### src/rtl/serial_demux_deser.sv
// Serial-to-parallel receiver: demuxes each qualified serial bit into a word
// register and presents completed words through a one-word valid/ready buffer.
//
// Buffer FSM states:
//   state | meaning
//   EMPTY | no unconsumed word; outValid=0, a completed word loads directly
//   FULL  | outData holds a word; a new word loads only alongside a pop
module serial_demux_deser #(
  parameter int DATA_W    = 8,
  parameter bit LSB_FIRST = 1'b1,
  localparam int CW       = $clog2(DATA_W)
) (
  input  logic              clk,
  input  logic              rst,
  input  logic              inBit,
  input  logic              inValid,
  input  logic              inSync,
  output logic [DATA_W-1:0] outData,
  output logic              outValid,
  input  logic              outReady,
  output logic              outOverflow,
  output logic [CW-1:0]     outBitCnt
);

  typedef enum logic {EMPTY = 1'b0, FULL = 1'b1} buf_state_t;

  localparam logic [CW-1:0] LAST_POS = CW'(DATA_W - 1);

  buf_state_t         buf_q, buf_d;
  logic [CW-1:0]      cnt_q, cnt_d;
  logic [DATA_W-1:0]  word_q, word_d;
  logic [DATA_W-1:0]  data_q, data_d;
  logic               ovf_q, ovf_d;

  logic [CW-1:0]      cnt_eff;
  logic [CW-1:0]      pos;
  logic               word_start;
  logic               done;
  logic [DATA_W-1:0]  word_next;

  // A sync forces the incoming bit to be bit 0 of a fresh word.
  always_comb begin
    cnt_eff    = inSync ? '0 : cnt_q;
    word_start = inSync || (cnt_q == '0);
    pos        = LSB_FIRST ? cnt_eff : (LAST_POS - cnt_eff);
    word_next  = word_start ? '0 : word_q;
    word_next[pos] = inBit;
    done       = inValid && (cnt_eff == LAST_POS);
  end

  always_comb begin
    cnt_d  = cnt_q;
    word_d = word_q;
    if (inValid) begin
      word_d = word_next;
      cnt_d  = done ? '0 : cnt_eff + 1'b1;
    end else if (inSync) begin
      cnt_d = '0;
    end
  end

  always_comb begin
    buf_d  = buf_q;
    data_d = data_q;
    ovf_d  = 1'b0;
    case (buf_q)
      EMPTY: begin
        if (done) begin
          data_d = word_next;
          buf_d  = FULL;
        end
      end
      FULL: begin
        if (done) begin
          // Pop and new word in the same cycle keep the buffer full with no bubble.
          if (outReady) data_d = word_next;
          else          ovf_d  = 1'b1;
        end else if (outReady) begin
          buf_d = EMPTY;
        end
      end
      default: buf_d = EMPTY;
    endcase
  end

  always_ff @(posedge clk) begin
    if (rst) begin
      buf_q  <= EMPTY;
      cnt_q  <= '0;
      word_q <= '0;
      data_q <= '0;
      ovf_q  <= 1'b0;
    end else begin
      buf_q  <= buf_d;
      cnt_q  <= cnt_d;
      word_q <= word_d;
      data_q <= data_d;
      ovf_q  <= ovf_d;
    end
  end

  assign outData     = data_q;
  assign outValid    = (buf_q == FULL);
  assign outOverflow = ovf_q;
  assign outBitCnt   = cnt_q;

endmodule

### config.mk
export PLATFORM = sky130hd
export DESIGN_NAME = serial_demux_deser
export DESIGN_NICKNAME = d
export VERILOG_FILES = /design/src/rtl/serial_demux_deser.sv
export SDC_FILE = /design/constraint.sdc
export NUM_CORES = 1
export LEC_CHECK = 0
export ABC_CLOCK_PERIOD_IN_PS = 2960
export CAP_MARGIN = 20
export CORE_MARGIN = 2
export CORE_UTILIZATION = 50
export CTS_CLUSTER_SIZE = 8
export DETAILED_ROUTE_END_ITERATION = 8
export PLACE_DENSITY = 0.77
export RECOVER_POWER = 25
export SLEW_MARGIN = 25
export SYNTH_ARGS = -nofsm -noshare
export SYNTH_HDL_FRONTEND = slang
export SYNTH_SLANG_ARGS = --single-unit
export TNS_END_PERCENT = 10
### constraint.sdc
create_clock -name clk -period 2.96 [get_ports clk]
set_input_delay 0.444 -clock clk [delete_from_list [all_inputs] [get_ports clk]]
set_output_delay 0.444 -clock clk [all_outputs]
set_load 0.02 [all_outputs]
==> impl_results.md <==
* Status: finished clean
* Grt ovf at 0
* # IOs at 19
* Clk buf depth at 2
* Die Span X at 49.1 um
* Final setup violation count at 0
* WL per Instance at around 13 um
* GPL Wtd Cong at between 0.8 and 0.9
* Antenna Diode Count at 0
* Critical-path top delay cell: dfxtp_1
* Synth top area share at a little over 40%
* DRC Markers at 0
* Worst VDD drop at roughly 0.22 mV
* TritonCTS clock tree: built
* Post-synth EDFFs at 0
* Crit Path Category: reg2reg
* Critical Path RT at around 3.2 ns
* Fin util at a little over three fifths
* Vias in the first global route at between 800 and 900
* Die Height at 49.1 um
* DP Wirelength at 1600 um
* CORE AREA at 0.00194 mm2
* Relative slew slack at ~65%
* Synth area leaders: dfxtp_1, nor2_1, a22oi_1
* F_max at 0.463 GHz
* Root buffer cell: clkbuf_4
* Initial antenna violation count at 0
* Final hold vios at 0
* Cell family with most CP delay: simple AND/OR/NAND/NOR gates
* Final ANT Viol Nets at 0
* Synth Cell Area at about 0.0010 mm2
* DR top layer: met4
* Max-Cap Viols at 0
* Met2 WL at between 1000 and 1500 um
* Final wirelength at between 2000 and 2500 um
* M1 WL at 958 um
* Global-route usage over all layers at about a fifth
* Async SR Flop Fraction at 0%
* Sequential share of the synthesized area at between 40% and 50%
* FILL cells at between 150 and 200
* Number of setup buffers added after CTS at 0
* Hold Path Depth at 2
* Initial Utilization at between 50% and 60%
* CP startpoint kind: register
* CTS buffer count at 3
* Pre-CTS WS at 0.569 ns
* Worst Reg-to-Reg Cells at 8
* Yosys top cell by area: dfxtp_1
* Worst Setup End Kind: register
* Fin worst setup slack at approximately 0.8 ns
* Stages on the worst setup path at 8
* PD cells at 384 mW/mm2
* Post_cts resized at 0
* Syn Area/Cell at just under 9 um2
* Syn_nets at ~130
* Cell count after placement at roughly 160
* Leak at 0.437 nW
* Worst Path Arrival at between 2 and 2.5 ns
* Commonest cells in the netlist: dfxtp_1, nor2_1, a22oi_1
* CTS Hold Bufs at 0
* Vias at 920
* Rows at 16
* RSZ-0062 raised after global routing: no
* Drt pass-1 iters at 4
* Iter 0 DRT Violations at 22
* Worst-Margin Slew at between 0.5 and 0.6 ns
* Global-route wire length before repair at about 3700 um
* Final Max Tran Viols at 0
* CTS H-Tree Depth at 1
* Final std cells w/o fill at 160
* Count leader, synth: dfxtp_1
* Worst Skew at about 0.0063 ns
* Buffers and inverters on the worst path at 1
* Delay of the slowest critical-path stage at 0.67 ns
* Worst-path clk slew at ~0.11 ns
* Ys Warns at 0
* Worst-path cell chain: inv_1, nor2_1, ha_1, ha_1, nand2_1, nor3_1, a22oi_1, nor2_1
* Share of cells above drive strength 1 at around 7.5%
* Yosys cell types at 32
* Synth Register Bits at 21
* Layout area overhead at 19.4%
* Largest net degree at the start of global routing at 18
* Routed wl met3 at around 110 um
* Synth Instances at roughly 120
* Number of buffers added on ports at 18
* Final #Nets at between 100 and 150
* Worst Path Max Fanout at 17
* TNS Setup at 0 ns
* Post-layout minimum cycle time at 2.16 ns
* CTS sink count at 21
* Period utilisation layout at between 70% and 80%
* Clk_lat worst skew at between 0.2 and 0.3 ns
* Via/cell ratio at roughly 5.8
* Synth Flop Type: dfxtp_1
* HP Class: reg2reg
* DIE AREA at ~0.0024 mm2
[per-layer routing]
metal / global-route usage (%) / up-vias
met2: 34.0 / 26
met3: 3.37 / 2
met1: 24.3 / 436
li1: - / 456
met5: 0 / -
met4: 5.71 / 0
[final timing paths]
path,start,to,slack [ns]
setup / recovery,outBitCnt[0],outData[4],0.80
hold / removal,outData[7],outData[7],0.46
setup reg to reg,outBitCnt[0],outData[4],0.80
hold reg to reg,outData[7],outData[7],0.46
[stage by stage]
stage | hold WS (ns) | total power, W | cell area (um2)
final | 0.459 | 0.000467 | 1220
after floorplan | 0.450 | 0.000327 | 1020
after CTS | 0.471 | 0.000474 | 1220
after detailed placement | 0.454 | 0.000342 | 1190
after global placement | 0.446 | 0.000341 | 1190
after global routing | 0.494 | 0.000489 | 1220
[state kept, by name, summed over array words and instances (netlist names)]
name / count
outData: 8
outBitCnt: 3
word_q: 8
outValid: 1
outOverflow: 1
[worst reg2reg max path, delay by kind of cell, from the launching register on]
family,cells,cell delay [ns]
buffers and inverters,1,0.13
AOI/OAI and AO/OA,1,0.13
DFF,1,0.67
and+or+nand+nor,4,0.76
adders and majority gates,2,0.40
[final cells by class]
cell class | instances | area, um2 | area share [%]
timing repair buffer | 19 | 188 | 15.4
inverter | 6 | 22.5 | 1.85
clock buffer | 4 | 26.3 | 2.16
sequential | 21 | 420 | 34.6
tap | 27 | 33.8 | 2.78
multi-input combinational | 83 | 526 | 43.2
[kinds of logic after synthesis]
| group | after synthesis | synth area share, % |
|---|---|---|
| and+or+nand+nor | 42 | 23.1 |
| DFF | 21 | 41.3 |
| AOI/OAI and AO/OA | 37 | 24.2 |
| adders and majority gates | 2 | 2.46 |
| xor gates and xnor gates | 1 | 0.860 |
| muxes | 1 | 0.983 |
| buffers and inverters | 13 | 7.12 |
[power breakdown]
group	leakage, nW	internal, W	switching [W]
combinational	0.253	0.0000192	0.0000244
clock	0.0150	0.0000523	0.0000796
sequential	0.170	0.000285	0.00000665
[layout by cell type (no fill, tap or decap)]
cell             Yosys  layout
clkbuf_4             0       3
o22ai_1              2       2
dfxtp_1             21      21
ha_1                 2       2
nor2_1              17      17
o21ai_0              7       7
xnor2_1              1       1
nor3_1               3       3
a311oi_1             1       1
o21ai_1              3       3
nand3b_1             4       4
buf_4                2       1
o32ai_1              3       3
nand3_1              2       2
nand2b_1             1       1
nand2b_4             1       1
nor3_2               1       1
a22oi_1              8       8
a2bb2oi_1            3       3
a21oi_1              7       7
and4b_1              1       1
nand2_1              7       7
nand3_4              1       1
or3_4                1       1
o31ai_2              1       1
clkdlybuf4s50_1      0      12
mux2i_1              1       1
and2b_1              2       2
clkbuf_1             2       1
inv_1                6       6
o31ai_1              2       2
dlygate4sd3_1        0       6
nand2_2              1       1
Power figures use the tool's default switching activity.
